`src/rtl/serial_tx.sv`:
```
// serial_tx -- parallel-in, serial-out transmitter for the 8-bit serial link.
//
// A DATA_W-bit word is accepted over a load_valid/load_ready handshake and sent
// LSB first, one bit per cycle in which hold is low. so/so_en connect directly
// to the serial-in receiver's si/en. done pulses on the final bit of a frame
// and lines up with the receiver's carry-out.
//
// Optional build macro SERIAL_TX_PARITY_EN: when defined, an even-parity bit
// (PAR state) follows the data bits, and done/load_ready move to that cycle.
//
// Ports:
//   clk         rising-edge clock
//   rst         asynchronous active-high reset
//   load_valid  din holds a word to send
//   din         parallel word to transmit (DATA_W bits)
//   load_ready  transmitter can accept a word this cycle
//   hold        stall: freeze shifting while high
//   so          serial data out, LSB first
//   so_en       so carries a valid bit this cycle
//   done        single-cycle pulse on the last bit of a frame
//   busy        frame in progress
module serial_tx #(
   parameter int DATA_W = 8,
   parameter int CNT_W  = $clog2(DATA_W)
) (
   input  logic              clk,
   input  logic              rst,
   input  logic              load_valid,
   input  logic [DATA_W-1:0] din,
   output logic              load_ready,
   input  logic              hold,
   output logic              so,
   output logic              so_en,
   output logic              done,
   output logic              busy
);

`ifdef SERIAL_TX_PARITY_EN
   typedef enum logic [1:0] {IDLE = 2'd0, SHIFT = 2'd1, PAR = 2'd2} state_t;
`else
   typedef enum logic {IDLE = 1'b0, SHIFT = 1'b1} state_t;
`endif

   localparam logic [CNT_W-1:0] LAST = CNT_W'(DATA_W - 1);

   state_t            state;
   logic [DATA_W-1:0] sreg;
   logic [CNT_W-1:0]  cnt;
   logic              last_bit;
   logic              frame_end;
   logic              take;
`ifdef SERIAL_TX_PARITY_EN
   logic              par;
`endif

   // Final data bit actually being sent this cycle.
   assign last_bit = (state == SHIFT) && (cnt == LAST) && !hold;

`ifdef SERIAL_TX_PARITY_EN
   assign frame_end = (state == PAR) && !hold;
`else
   assign frame_end = last_bit;
`endif

   // The frame-end cycle also accepts the next word, so frames can run
   // back-to-back without an idle gap.
   assign load_ready = !rst && ((state == IDLE) || frame_end);
   assign take       = load_valid && load_ready;

   always_comb begin
      so    = 1'b0;
      so_en = 1'b0;
      done  = frame_end;
      busy  = (state != IDLE);
      case (state)
         SHIFT: begin
            so    = sreg[0];
            so_en = !hold;
         end
`ifdef SERIAL_TX_PARITY_EN
         PAR: begin
            so    = par;
            so_en = !hold;
         end
`endif
         default: ;
      endcase
   end

   always_ff @(posedge clk or posedge rst) begin
      if (rst) begin
         state <= IDLE;
         sreg  <= '0;
         cnt   <= '0;
`ifdef SERIAL_TX_PARITY_EN
         par   <= 1'b0;
`endif
      end else begin
         case (state)
            SHIFT: begin
               if (!hold) begin
                  sreg <= sreg >> 1;
                  if (cnt == LAST) begin
                     cnt <= '0;
`ifdef SERIAL_TX_PARITY_EN
                     state <= PAR;
`else
                     state <= IDLE;
`endif
                  end else begin
                     cnt <= cnt + CNT_W'(1);
                  end
               end
            end
`ifdef SERIAL_TX_PARITY_EN
            PAR: begin
               if (!hold) state <= IDLE;
            end
`endif
            default: state <= IDLE;
         endcase
         // A capture overrides the frame-end transition above (last NBA wins).
         if (take) begin
            sreg  <= din;
            cnt   <= '0;
            state <= SHIFT;
`ifdef SERIAL_TX_PARITY_EN
            par   <= ^din;
`endif
         end
      end
   end

endmodule

```
`config.mk`:
```
export PLATFORM = sky130hd
export DESIGN_NAME = serial_tx
export DESIGN_NICKNAME = d
export VERILOG_FILES = /design/src/rtl/serial_tx.sv
export SDC_FILE = /design/constraint.sdc
export NUM_CORES = 1
export LEC_CHECK = 0
export ABC_AREA = 1
export CORE_AREA = 4 4 41 43
export CTS_CLUSTER_DIAMETER = 120
export CTS_CLUSTER_SIZE = 12
export DETAILED_ROUTE_END_ITERATION = 12
export DIE_AREA = 0 0 45 47
export DONT_BUFFER_PORTS = 1
export GPL_ROUTABILITY_DRIVEN = 0
export PLACE_DENSITY = 0.69
export SLEW_MARGIN = 20
export SYNTH_ARGS = -nofsm -noshare
export SYNTH_HDL_FRONTEND = slang
export SYNTH_SLANG_ARGS = --single-unit
```
`constraint.sdc`:
```
create_clock -name clk -period 1.56 [get_ports clk]
set_input_delay 0.312 -clock clk [delete_from_list [all_inputs] [get_ports clk]]
set_output_delay 0.312 -clock clk [all_outputs]
set_load 0.05 [all_outputs]
```
==> impl_metrics.toml, run 1 <==
[run_status]
run_status = "finished, violations left"
failed_checks = "setup timing"

[yosys]
netlist_area_um2 = 721
synth_xor_area_share_pct = 0
synth-main-ff-cell = "dfrtp_1"
synth_area_leader_cell = "dfrtp_1"
synth_adder_area_share_pct = 3.47
muxShareOfSynthArea_pct = 0
ys_top_cells_by_area = "dfrtp_1 42%, nand2_1 20%, inv_1 7.3%"
synth_cells = 98
synth_top_family_by_area = "simple AND/OR/NAND/NOR gates"
synth.most_common_cell = "nand2_1"
async_flop_share_pct = 100
synthSimpleGateAreaFrac_pct = 40.1
yosys_warnings = 0
synth-seq-cells = 12
yosysSeqAreaShare_pct = 41.7
synth-compound-area-share_pct = 1.91
synth_top_area_share_pct = 41.7
synth_fp_nets = 112
synth_edf_count = 0
synthTopCellsByCount = "39 x nand2_1, 14 x inv_1, 12 x dfrtp_1, 9 x nand3_1, 7 x nand4_1"
avgSynthCellArea_um2 = 7.35
ys_types = 16

[pwr]
pwr-share-seq_pct = 35.1
clockPowerShare_pct = 15.2
p_int_mw = 0.923
combPwrFrac_pct = 49.7
swShare_pct = 41.6
leakagePower_nw = 0.519
p_sw_mw = 0.659
max-vdd-ir-drop_mv = 0.919
power_density_nw_per_um2 = 1730

[sta]
finClkSkew_ns = 0.000813
fmax_mhz = 600
worst_slack_ns = -0.106
rsz0062_at_grt = "yes"
hold_viol = 0
period_minus_slack_ns = 1.67
period_share_pct = 107
setup_violations = 2
slew_viol_final = 0
worst_pin_slew_ns = 0.323
slew_headroom_pct = 78.4

[die]
start_util_pct = 55.4
die_w_um = 45
dieArea_um2 = 2120
ioPinCount = 17
row_count = 13
core_um2 = 1300
die_h_um = 47

[worst_setup_path]
cp_slowest_cell = "dfrtp_1"
crit_chain = "ha_4 > ha_4 > nand2_4 > a21oi_4 > buf_12"
crit_type = "reg2out"
critPathBufInv = 1
worstPathArrival_ns = 1.35
crit_top_cell = "ha_4"
worstRegToRegCells = 9
cp_top_family = "flip-flops"
critPathCaptureType = "output pin"
worstSetupStartpointType = "flip-flop"
r2r-end = "sreg[1]"
critPathRequiredTime_ns = 1.25
rrSetupSlack_ns = 0.10
critPathMaxStageDelay_ns = 0.40
path_max_fanout = 3
reg2reg_from = "cnt[1]"

[clock_tree]
cts_tree = "built"
cts_root_buf = "clkbuf_4"
cts.clk_slew.worst_paths_ns = 0.07
cts_buffers = 3
clkLatencyLatePin_ns = 0.26
clock_path_buffers = 2
cts_sinks = 12
htreeDepth = 1

[hold_path]
hold_end = "sreg[7]"
hp-start = "din[7]"
hold_depth = 2
hold_class = "in2reg"

[layout]
syn2layout_area_growth_pct = 26.7
final_cell_area_um2 = 913
final_nets = 125
diodes = 0
fill_cells = 108
final_core_util_pct = 70.2
drive_gt1_share_pct = 24.5

[global_route]
grt_max_degree = 20
antenna_found_initial = 0
grt_use_total_pct = 16.1
grt_overflow_total = 0
grt_pass1_wl_um = 2390
grt_pass1_vias = 551

[placement]
place_area_um2 = 805
hpwl_um = 1070
portBuffers = 0

[route]
wl_per_cell_um = 12.1
dr.pass1.iters = 6
drt-initial-drc-count = 27
drc = 0
vias_per_cell = 5.09
vias = 636
drtAntennaViolNets = 0
routed_wl_um = 1510

[job]
cap_violations = 0
cell families (layout without fill, tap and decap cells):
group / count (synthesis) / after routing
fa+ha+maj: 2 / 2
flops: 12 / 12
simple gates: 62 / 62
compound gates: 2 / 2
buf+inv: 20 / 32
worst register-to-register path, cell delays in order (launching register included):
cell,delay [ns]
dfrtp_1,0.42
ha_4,0.18
ha_4,0.17
nand2_4,0.07
buf_4,0.11
nand2_4,0.05
nand3_4,0.17
nand2_1,0.08
nand2_1,0.06
nand2_1,0.05
state kept, by name, indices dropped and copies added, names as in the netlist:
signal / count
sreg: 8
cnt: 3
busy: 1
repair_timing:
action	in CTS	in global routing
pin swaps	5	1
setup endpoints to repair	2	5
gates resized for setup	4	2
buffers inserted	4	0
hold buffers	1	0
endpoints found under the hold margin	8	0
worst max-delay path by stage:
stage | start | endpoint | slack, ns | cells after the start
2_1_floorplan | busy | done | 0.09 | 3
3_3_place_gp | cnt[0] | load_ready | 0.13 | 5
3_5_place_dp | cnt[0] | load_ready | 0.06 | 5
4_1_cts | cnt[0] | load_ready | -0.16 | 5
5_1_grt | cnt[1] | load_ready | -0.16 | 5
6_report | cnt[1] | load_ready | -0.11 | 5
per-stage QoR:
stage	power (mW)	setup TNS, ns	setup slack [ns]	std cells	hold WS (ns)
global route	1.70	-0.262	-0.158	125	0.203
finish	1.58	-0.166	-0.106	125	0.209
floorplan	1.05	0	0.0908	98	0.158
CTS	1.56	-0.238	-0.156	125	0.210
detailed placement	1.24	0	0.0636	116	0.150
global placement	1.22	0	0.133	116	0.149
placed cells by master, fill, tap and decap left out, drive strengths merged:
cell type	instances
clkbuf	4
a21oi	1
nand3	10
nand2	42
nor3	1
ha	2
nor2	2
o21ai	1
buf	11
nand4	7
dlygate4sd3	1
dfrtp	12
inv	16
power groups by stage:
| stage | registers, mW | logic [mW] | clock network [mW] |
|---|---|---|---|
| 2_1_floorplan | 0.560 | 0.492 | 0 |
| 3_3_place_gp | 0.544 | 0.677 | 0 |
| 3_5_place_dp | 0.548 | 0.695 | 0 |
| 4_1_cts | 0.543 | 0.773 | 0.246 |
| 5_1_grt | 0.568 | 0.876 | 0.259 |
| 6_report | 0.555 | 0.786 | 0.241 |
metal layers:
metal	share of wire, %	wire length [um]	track usage, %	vias up
met5	0	0	0	-
met4	0.80	12	8.19	0
met3	4.4	67	2.30	2
met2	48	719	27.4	21
met1	47	707	19.8	282
li1	-	-	-	331
layout make-up:
cell class / count / area [um^2] / share of cell area [%]
Clock buffer: 4 / 36.3 / 3.97
Timing Repair Buffer: 12 / 118 / 12.9
Sequential cell: 12 / 302 / 33.0
Inverter: 16 / 62.6 / 6.85
Tap cell: 15 / 18.8 / 2.05
Multi-Input combinational cell: 66 / 377 / 41.2
(Power assumes the default switching activity.)
==> inputs of run 2 (changes only) <==
PLACE_DENSITY = 0.79   (was 0.69)
==> impl_metrics.toml, run 2 (synthesized netlist as in run 1, its figures left out) <==
[clock_tree]
cts.clk_slew.worst_paths_ns = 0.08
cts_root_buf = "clkbuf_4"
cts_tree = "built"
cts_buffers = 3
cts_sinks = 12
clock_path_buffers = 2
clkLatencyLatePin_ns = 0.28
htreeDepth = 1

[layout]
final_nets = 121
stdcell_count = 121
syn2layout_area_growth_pct = 16.0
drive_gt1_share_pct = 20.8
mostFrequentLayoutCells = "39 x nand2_1, 14 x inv_1, 11 x dfrtp_1"
largest_reg_flops = 8
diodes = 0
regMostFlops = "sreg"
final_common_cell = "nand2_1"
fill_cells = 105

[route]
routed_wl_um = 1530
vias = 631
vias_per_cell = 5.21
dr.pass1.iters = 4
drt-initial-drc-count = 12
drc = 0
drtAntennaViolNets = 0
wl_per_cell_um = 12.7

[worst_setup_path]
worstSetupStartpointType = "flip-flop"
worstRegToRegCells = 9
rrSetupSlack_ns = 0.09
crit_type = "reg2out"
r2r-end = "sreg[5]"
critPathCaptureType = "output pin"
critPathRequiredTime_ns = 1.25
worstPathArrival_ns = 1.42
path_max_fanout = 3
reg2reg_from = "cnt[1]"

[die]
die_w_um = 45
row_count = 13
ioPinCount = 17
die_h_um = 47
start_util_pct = 55.4
core_um2 = 1300
dieArea_um2 = 2120

[pwr]
p_int_mw = 0.799
p_sw_mw = 0.641
swShare_pct = 44.5
combPwrFrac_pct = 47.6
power_density_nw_per_um2 = 1720
leakagePower_nw = 0.484
clockPowerShare_pct = 14.4
max-vdd-ir-drop_mv = 1.01
pwr-share-seq_pct = 38.0

[global_route]
grt_max_degree = 20
grt_pass1_vias = 599
grt_pass1_wl_um = 2620
grt_overflow_total = 0
grt_use_total_pct = 17.8
antenna_found_initial = 0

[placement]
hpwl_um = 1020
portBuffers = 0
dp_cells = 114

[sta]
fmax_mhz = 577
hold_ws_ns = 0.183
worst_pin_slew_ns = 0.406
period_minus_slack_ns = 1.73
slew_headroom_pct = 72.9
setup_violations = 2
hold_viol = 0
slew_viol_final = 0
rsz0062_at_grt = "yes"
worst_slack_ns = -0.174
period_share_pct = 111
finClkSkew_ns = 0.00807

[run_status]
failed_checks = "setup timing"
run_status = "finished, violations left"

[hold_path]
hold_depth = 2
hold_end = "sreg[7]"
hold_class = "in2reg"
hp-start = "din[7]"

[job]
cap_violations = 0
[run 2: cell count changes in the layout (fill, tap and decap cells not counted), sizes merged]
cell  change
buf       -4
[run 2: critical path, stage by stage, from the launching register on]
cell	delay [ns]
dfrtp_1	0.37
ha_2	0.20
ha_4	0.15
nand2_4	0.06
a21oi_4	0.36
[run 2: what timing repair did]
item,4_1_cts,5_1_grt
endpoints found under the setup margin,2,2
pin swaps,4,2
hold buffers,1,0
hold endpoints to repair,7,0
buffers inserted,1,1
resized for setup,4,0
gates cloned,0,0
[run 2: cell type report]
cell class | count | area (um^2) | area share (%)
Timing Repair Buffer | 8 | 62.6 | 7.49
Sequential cell | 12 | 302 | 36.1
Tap cell | 15 | 18.8 | 2.25
Inverter | 16 | 60.1 | 7.19
Multi-Input combinational cell | 66 | 367 | 43.9
Clock buffer | 4 | 26.3 | 3.14
[run 2: how the worst max path moves through the flow]
| stage | startpoint | end | slack [ns] | depth (start not counted) |
|---|---|---|---|---|
| after floorplan | busy | done | 0.09 | 3 |
| after global placement | cnt[0] | load_ready | 0.11 | 4 |
| after detailed placement | cnt[0] | load_ready | 0.04 | 4 |
| after CTS | cnt[1] | load_ready | -0.20 | 4 |
| after global routing | cnt[1] | load_ready | -0.22 | 4 |
| final | cnt[1] | load_ready | -0.17 | 4 |
[run 2: power by group through the flow]
stage / clock, mW / combinational, mW / sequential [mW]
2_1_floorplan: 0 / 0.492 / 0.560
3_3_place_gp: 0 / 0.619 / 0.539
3_5_place_dp: 0 / 0.639 / 0.547
4_1_cts: 0.209 / 0.690 / 0.545
5_1_grt: 0.221 / 0.774 / 0.563
6_report: 0.207 / 0.686 / 0.547
[run 2: metal layers]
metal,wire (um),global-route usage [%],vias up,part of all wire (%)
met5,0,0,-,0
met4,40,12.3,0,2.6
met3,82,2.68,6,5.3
met2,843,31.1,21,55
met1,567,20.1,281,37
li1,-,-,323,-
[run 2: per-stage QoR]
stage / setup slack (ns) / cell area (um^2) / util [%] / total power, mW / setup TNS, ns
CTS: -0.198 / 828 / 63.7 / 1.44 / -0.300
finish: -0.174 / 836 / 64.2 / 1.44 / -0.272
global placement: 0.110 / 764 / 58.8 / 1.16 / 0
floorplan: 0.0908 / 741 / - / 1.05 / 0
detailed placement: 0.0372 / 764 / 58.8 / 1.19 / 0
global route: -0.220 / 836 / 64.2 / 1.56 / -0.423
==> inputs of run 3 (changes only) <==
CORE_AREA = 2 2 39 41   (was 4 4 41 43)
DIE_AREA = 0 0 41 43   (was 0 0 45 47)
==> impl_metrics.toml, run 3 (synthesized netlist as in run 1, its figures left out) <==
[sta]
rsz0062_at_grt = "yes"
finClkSkew_ns = 0.00199
hold_ws_ns = 0.193
hold_viol = 0
slew_viol_final = 0
period_minus_slack_ns = 1.66
slew_headroom_pct = 74.0
fmax_mhz = 604
worst_pin_slew_ns = 0.389
worst_slack_ns = -0.0952
period_share_pct = 106
setup_violations = 2

[layout]
regMostFlops = "sreg"
largest_reg_flops = 8
drive_gt1_share_pct = 23.9
final_nets = 124
final_cell_area_um2 = 877
fill_cells = 129
final_common_cell = "nand2_1"
regArea_um2 = 302
diodes = 0
mostFrequentLayoutCells = "39 x nand2_1, 14 x inv_1, 11 x dfrtp_1"
multi_input_area_um2 = 362
syn2layout_area_growth_pct = 21.7

[global_route]
top_usage_layer = "met2"
grt_use_met2_pct = 27.8
grtUsageMet3_pct = 4.71
grt_pass1_wl_um = 2340
grt_pass1_vias = 571
antenna_found_initial = 0
grt_use_total_pct = 20.1
met1_usage_pct = 26.6
grt_max_degree = 20
grt_overflow_total = 0

[pwr]
power_density_nw_per_um2 = 1720
p_int_mw = 0.871
pwr-share-seq_pct = 36.1
clockPowerShare_pct = 16.7
swShare_pct = 42.2
combPwrFrac_pct = 47.2
max-vdd-ir-drop_mv = 0.895
p_sw_mw = 0.637
leakagePower_nw = 0.501

[route]
vias_per_cell = 5.09
routed_wl_um = 1380
drtAntennaViolNets = 0
drt-initial-drc-count = 12
wl_per_cell_um = 11.0
vias = 636
drc = 0
dr.pass1.iters = 5

[clock_tree]
clkLatencyLatePin_ns = 0.28
cts.clk_slew.worst_paths_ns = 0.08
cts_buffers = 3
cts_root_buf = "clkbuf_4"
cts_tree = "built"
clock_path_buffers = 2
htreeDepth = 1
cts_sinks = 12

[placement]
portBuffers = 0
place_area_um2 = 786
hpwl_um = 975

[run_status]
failed_checks = "setup timing"
run_status = "finished, violations left"

[worst_setup_path]
critPathRequiredTime_ns = 1.25
path_max_fanout = 3
worstSetupStartpointType = "flip-flop"
critPathCaptureType = "output pin"
crit_type = "reg2out"
worstPathArrival_ns = 1.34

[die]
start_util_pct = 52.1
core_um2 = 1380
row_count = 14
die_h_um = 43
die_w_um = 41
dieArea_um2 = 1760
ioPinCount = 17

[hold_path]
hold_class = "in2reg"

[job]
cap_violations = 0
run 3: worst max-delay path: stages (launching register included):
cell and delay, ns:
dfrtp_1 0.36, ha_2 0.19, ha_4 0.14, nand2_2 0.06, a21oi_4 0.16, buf_12 0.15
run 3: metrics by stage:
step	TNS, ns	power, mW	worst slack, ns	util [%]	instances
after CTS	-0.192	1.52	-0.133	63.4	125
after floorplan	0	1.05	0.0908	-	98
after global routing	-0.245	1.63	-0.153	63.4	125
final	-0.140	1.51	-0.0952	63.4	125
after detailed placement	0	1.20	0.0874	56.8	116
after global placement	0	1.18	0.127	56.8	116
run 3: what timing repair did:
action,4_1_cts,5_1_grt
setup buffers,4,0
gates cloned,0,0
pin swaps,3,1
hold buffers,1,0
setup endpoints to repair,2,2
hold endpoints to repair,9,0
resized for setup,3,0
run 3: worst paths after layout:
check / startpoint / to / slack (ns) / depth (start not counted)
worst max register to register: cnt[0] / sreg[6] / 0.10 / 9
max in group asynchronous: rst / sreg[5] / 0.74 / 3
worst min register to register: sreg[1] / sreg[1] / 0.51 / 2
worst max-delay path: cnt[1] / load_ready / -0.1 / 5
worst min-delay path: din[7] / sreg[7] / 0.19 / 2
min in group asynchronous: rst / sreg[2] / 0.43 / 2
run 3: metal layers:
| layer | routed length [um] | share of wire [%] | vias to the layer above |
|---|---|---|---|
| li1 | - | - | 326 |
| met1 | 619 | 45 | 281 |
| met2 | 619 | 45 | 24 |
| met3 | 97 | 7.0 | 5 |
| met4 | 42 | 3.1 | 0 |
| met5 | 0 | 0 | - |
run 3: final cells by class:
type                       instances  area share [%]
tap                               16            2.28
clock buffer                       4            4.14
timing repair buffer              11            11.1
multi-input combinational         66            41.2
sequential                        12            34.4
inverter                          16            6.85
run 3: power by group through the flow:
| stage | clock, mW | combinational, mW | sequential [mW] |
|---|---|---|---|
| detailed placement | 0 | 0.656 | 0.545 |
| global route | 0.266 | 0.807 | 0.557 |
| CTS | 0.258 | 0.713 | 0.544 |
| floorplan | 0 | 0.492 | 0.560 |
| global placement | 0 | 0.641 | 0.538 |
| finish | 0.252 | 0.711 | 0.545 |
==> edit 1, RTL diff (settings of run 3) <==
Add a define of `SERIAL_TX_PARITY_EN`.
--- a/src/rtl/serial_tx.sv
+++ b/src/rtl/serial_tx.sv
@@ -20,4 +20,6 @@
 //   done        single-cycle pulse on the last bit of a frame
 //   busy        frame in progress
+`define SERIAL_TX_PARITY_EN
+
 module serial_tx #(
    parameter int DATA_W = 8,
Behaviour: not the same (a bounded check fails within 10 cycles, from zero or initial values and one cycle with rst high).
==> edit 1 against run 3 <==
The flow still finishes with violations (setup timing). Sequential cell count is 2 higher. Critical path depth increased by 2. Area after synthesis increased by 26%. Clock skew increased by 6.3 ps. Setup slack lost 170 ps. Wire length rose to 2.5 times the old value. Combinational power up 90%. Final area increased by 50%. Power up 52%. Global-route usage rose by 6.5 points. Largest power group unchanged. Highest routed layer unchanged.
==> edit 1: results (changes against run 3) <==
[cells_and_area]
drive_gt1_share_pct = 40.3  ; was 23.9%
nFillCells = 37  ; was 129
nNetsFinal = 172  ; was 124

[status]
status = finished, violations left  ; unchanged
violations = setup timing  ; unchanged

[power_and_ir_drop]
ir_drop_v = 0.00142  ; was 0.000895 V

[critical_path]
critPathArrivalTime_ps = 1520  ; was 1340 ps
r2r-end = sreg[2]$_DFFE_PP0P_  ; was sreg[6]$_DFFE_PP0P_
r2r_slack_ps = -250  ; was 100 ps
critPathMaxFanout = 2  ; was 3
max_stage_delay_ps = 420  ; was 360 ps
r2r_cells = 10  ; was 9
path_delay_family = buffers and inverters  ; was flip-flops
reg2reg_from = state[0]$_DFFE_PP0P_  ; was cnt[0]$_DFFE_PP0P_

[synth]
ys_seq_area_share_pct = 38.5  ; was 41.7%
synth_xor_area_share_pct = 1.92  ; was 0%
synth_compound_gate_area_share_pct = 7.01  ; was 1.91%
synth_area_leaders = dfrtp_1 (38%), nand2_1 (22%), inv_1 (11%), ha_1 (6.9%), nand3_1 (6.0%)  ; was dfrtp_1 (42%), nand2_1 (20%), inv_1 (7.3%), nand3_1 (6.3%), nand4_1 (6.1%)
syn-num-nets = 154  ; was 112
synth_fa_ha_area_share_pct = 6.87  ; was 3.47%
synth_common_cells = nand2_1 (53), inv_1 (26), dfrtp_1 (14), nand3_1 (11), nor2_1 (8)  ; was nand2_1 (39), inv_1 (14), dfrtp_1 (12), nand3_1 (9), nand4_1 (7)

[grt]
grt_pass1_wl_mm = 3.19  ; was 2.34 mm
grt_pass1_vias = 862  ; was 571
grt_usage_pct = 26.6  ; was 20.1%

[clock_tree]
clk_pin_slew_ps = 100  ; was 80 ps
worstSkewPairLatency_ps = 300  ; was 280 ps

[sta]
setup_viol = 19  ; was 2
skew_ps = 8.30  ; was 1.99 ps
fin_ws_ps = -267  ; was -95.2 ps

[detailed_routing]
drt-initial-drc-count = 86  ; was 12
drtPass1Iterations = 4  ; was 5
drt-vias-per-instance = 6.20  ; was 5.09
drt-wirelength-per-cell_um = 20.6  ; was 11.0 um

[hold_path]
hp-class = in2async  ; was in2reg

[placement]
dpl.hpwl_mm = 1.46  ; was 975 um
placed_cell_area_um2 = 1030  ; was 786 um^2

## edit 1: changes by cell type in the layout (fill, tap and decap cells not counted), sizes merged
cell	run 3	this run
nand4	7	0
dfrtp	12	14
dlygate4sd3	1	0
nor2	2	8
buf	10	15
o21ai	1	11
inv	16	25
clkinvlp	0	2
ha	2	5
nand2	42	53
xnor2	0	2
nand3	10	12
or2	0	1
## edit 1: how the worst max path moves through the flow
| stage | slack (ps) | startpoint | to | cells after the start |
|---|---|---|---|---|
| after global placement | 90 | state[1]$_DFFE_PP0P_ | sreg[2]$_DFFE_PP0P_ | 9 |
| after floorplan | -40 | state[0]$_DFFE_PP0P_ | load_ready | 6 |
| after detailed placement | -3 | state[0]$_DFFE_PP0P_ | sreg[0]$_DFFE_PP0P_ | 8 |
| after global routing | -300 | state[0]$_DFFE_PP0P_ | load_ready | 7 |
| after CTS | -180 | state[0]$_DFFE_PP0P_ | load_ready | 7 |
| final | -270 | state[0]$_DFFE_PP0P_ | load_ready | 7 |
## edit 1: stage by stage
stage	hold WS [ps]	instances	setup WS (ps)	setup TNS [ps]
after floorplan	225	137	-44.7	-44.7
after global placement	304	160	86.6	0
after detailed placement	302	160	-2.60	-2.60
after CTS	42.4	168	-180	-604
after global routing	72.2	170	-305	-3050
final	54.0	170	-267	-2630
## edit 1: report_power, final
group	internal [mW]	switching, mW	total [mW]
sequential	0.519	0.147	0.666
clock	0.142	0.137	0.280
combinational	0.540	0.812	1.35
total	1.20	1.10	2.30
## edit 1: cell type report
class                   count  area [um^2]  share of cell area [%]
repair buffers             15          163                    12.3
flip-flops and latches     14          350                    26.5
multi-input cells          94          632                    47.9
inverters                  27          119                    9.00
well taps                  16         20.0                    1.52
clock buffers               4         36.3                    2.75
## edit 1: what timing repair did
item                       CTS  global route
buffers inserted             4             3
pin swaps                    2             9
resized for setup           12            47
setup endpoints to repair    7            19
## edit 1: worst register-to-register path, stage by stage (launching register included)
cell and delay, ps:
dfrtp_1 420, inv_2 100, buf_6 120, ha_4 140
clkinvlp_4 90, o21ai_2 80, buf_4 150, nand3_4 160
or2_0 280, o21ai_1 100, inv_1 60
## edit 1: cell families after synthesis
family / Yosys count
DFF: 14
adders and majority gates: 5
AOI/OAI and AO/OA: 12
and+or+nand+nor: 75
xor gates and xnor gates: 2
buffers and inverters: 29
## edit 1: per-layer routing
metal | track usage (%) | up-vias | share of wire, %
met2 | 46.3 | 102 | 49
li1 | - | 450 | -
met5 | 0 | - | 0
met3 | 3.14 | 31 | 9.4
met4 | 10.0 | 0 | 6.4
met1 | 31.3 | 471 | 35
==> edit 2, RTL diff (settings of run 3) <==
Made on the original files. Reset style: synchronous (`rst`), changed in one clocked block. Comments in the files are not updated.
--- a/src/rtl/serial_tx.sv
+++ b/src/rtl/serial_tx.sv
@@ -88,5 +88,5 @@
    end
 
-   always_ff @(posedge clk or posedge rst) begin
+   always_ff @(posedge clk) begin
       if (rst) begin
          state <= IDLE;
Check against the original RTL: differs if rst is asserted again (counterexample within 4 cycles, from zero or initial values and one cycle with rst high); with rst held inactive, the same outputs for 10 cycles.
==> edit 2 against run 3 <==
The run still ends with setup timing left. Sequential cell count unchanged. Setup slack improved by 84 ps. Cell count shrank 4.0%. Highest routed layer unchanged. Synthesized cell count decreased by 3.1%. Die area stayed put. Area after synthesis increased by 6.4%. Non-clock buffer count fell by 1. Wire length rose by 6.2%. Final area increased by 5.0%. Global-route usage increased by 0.81 points.
Power is not compared: it rests on default switching activity, and its combinational part moved more than twofold at a synthesized area within 25%.
==> edit 2: results (changes against run 3) <==
[critical_path]
r2r-end = sreg[2]$_SDFFE_PP0P_  ; was sreg[6]$_DFFE_PP0P_
crit_end = load_ready  ; unchanged
startpoint = cnt[1]$_SDFFE_PP0P_  ; was cnt[1]$_DFFE_PP0P_
critPathArrivalTime_ps = 1260  ; was 1340 ps
crit_slowest_cell = dfxtp_2  ; was dfrtp_1

[grt]
grt_pass1_wl_mm = 2.57  ; was 2.34 mm
grt_pass1_vias = 602  ; was 571
grt_usage_pct = 21.0  ; was 20.1%
grt_start_max_net_pins = 18  ; was 20

[cells_and_area]
nFillCells = 117  ; was 129
drive_gt1_share_pct = 47.1  ; was 23.9%

[placement]
placed_cell_area_um2 = 816  ; was 786 um^2
dpl.hpwl_mm = 1.02  ; was 975 um
io_buffers = 0  ; unchanged
dp_slack_ps = 100  ; was 87.4 ps

[sta]
final.setup.tns_ps = -10.9  ; was -140 ps
setup_viol = 1  ; was 2
fin_ws_ps = -10.9  ; was -95.2 ps
skew_ps = 8.00  ; was 1.99 ps
relSlewSlack_pct = 72.3  ; was 74.0%

[synth]
synth_common_cells = nand2_1 (28), dfxtp_1 (12), a21oi_2 (11), inv_1 (8), nand3_2 (8)  ; was nand2_1 (39), inv_1 (14), dfrtp_1 (12), nand3_1 (9), nand4_1 (7)
synth_area_leaders = dfxtp_1 (31%), nand2_1 (14%), a21oi_2 (13%), nand3_2 (10%), nand4_1 (5.7%)  ; was dfrtp_1 (42%), nand2_1 (20%), inv_1 (7.3%), nand3_1 (6.3%), nand4_1 (6.1%)
syn-num-nets = 109  ; was 112
ys_seq_area_share_pct = 31.3  ; was 41.7%
synth_fa_ha_area_share_pct = 3.26  ; was 3.47%
synth_cell_type_count = 20  ; was 16
synth_compound_gate_area_share_pct = 13.9  ; was 1.91%
async_flop_share_pct = 0  ; was 100%

[power_and_ir_drop]
ir_drop_v = 0.000503

[detailed_routing]
drtPass1Iterations = 4  ; was 5
drt-initial-drc-count = 17  ; was 12
drt-vias-per-instance = 5.25  ; was 5.09
wl_mm = 1.46  ; was 1.38 mm

[status]
violations = setup timing  ; unchanged
status = finished, violations left  ; unchanged

-- edit 2: repair_timing --
item / 4_1_cts / 5_1_grt
buffers inserted: 3 / 1
hold buffers: 0 / 0
setup endpoints to repair: 2 / 4
gates resized for setup: 7 / 1
pin swaps: 2 / 2
-- edit 2: metal layers --
| metal | global-route usage (%) | vias up | part of all wire, % |
|---|---|---|---|
| met5 | 0 | - | 0 |
| met3 | 3.14 | 2 | 5.1 |
| met2 | 30.0 | 16 | 47 |
| met1 | 30.7 | 285 | 47 |
| li1 | - | 327 | - |
| met4 | 8.00 | 0 | 0.82 |
-- edit 2: stage by stage --
step	instances	util, %	hold WS (ps)
after floorplan	95	-	451
after global placement	112	59.0	377
after detailed placement	112	59.0	377
after CTS	119	65.7	88.3
after global routing	120	66.5	76.7
final	120	66.5	91.0
-- edit 2: area by class of cell --
cell class	count	share of cell area (%)
well taps	16	2.17
multi-input cells	66	51.0
flip-flops and latches	12	26.5
inverters	12	5.16
repair buffers	10	11.3
clock buffers	4	3.94
-- edit 2: cells by family (layout without fill, tap and decap cells) --
kind of cell,count (synthesis),after routing
AO/OA/AOI/OAI,13,13
AND/OR/NAND/NOR,51,51
buffers and inverters,17,26
adder cells (fa/ha/maj),2,2
flip-flops,12,12
-- edit 2: power groups by stage --
stage | Clock [mW] | Sequential [mW] | Combinational [mW]
4_1_cts | 0.249 | 0.339 | 0.136
6_report | 0.246 | 0.339 | 0.136
5_1_grt | 0.265 | 0.341 | 0.151
2_1_floorplan | 0 | 0.350 | 0.114
3_5_place_dp | 0 | 0.345 | 0.133
3_3_place_gp | 0 | 0.345 | 0.129
-- edit 2: worst min-delay path by stage --
stage	startpoint	cells past startpoint	endpoint
4_1_cts	rst	1	sreg[0]$_SDFFE_PP0P_
2_1_floorplan	sreg[7]$_SDFFE_PP0P_	2	sreg[7]$_SDFFE_PP0P_
3_3_place_gp	rst	1	sreg[1]$_SDFFE_PP0P_
3_5_place_dp	rst	1	sreg[2]$_SDFFE_PP0P_
5_1_grt	rst	1	sreg[0]$_SDFFE_PP0P_
6_report	rst	1	sreg[0]$_SDFFE_PP0P_
-- edit 2: worst max-delay path, delay by kind of cell, from the launching register on --
| kind | cells | cell delay [ps] |
|---|---|---|
| AND/OR/NAND/NOR | 1 | 60 |
| flip-flops | 1 | 360 |
| buffers and inverters | 1 | 150 |
| adder cells (fa/ha/maj) | 2 | 270 |
| AO/OA/AOI/OAI | 1 | 150 |
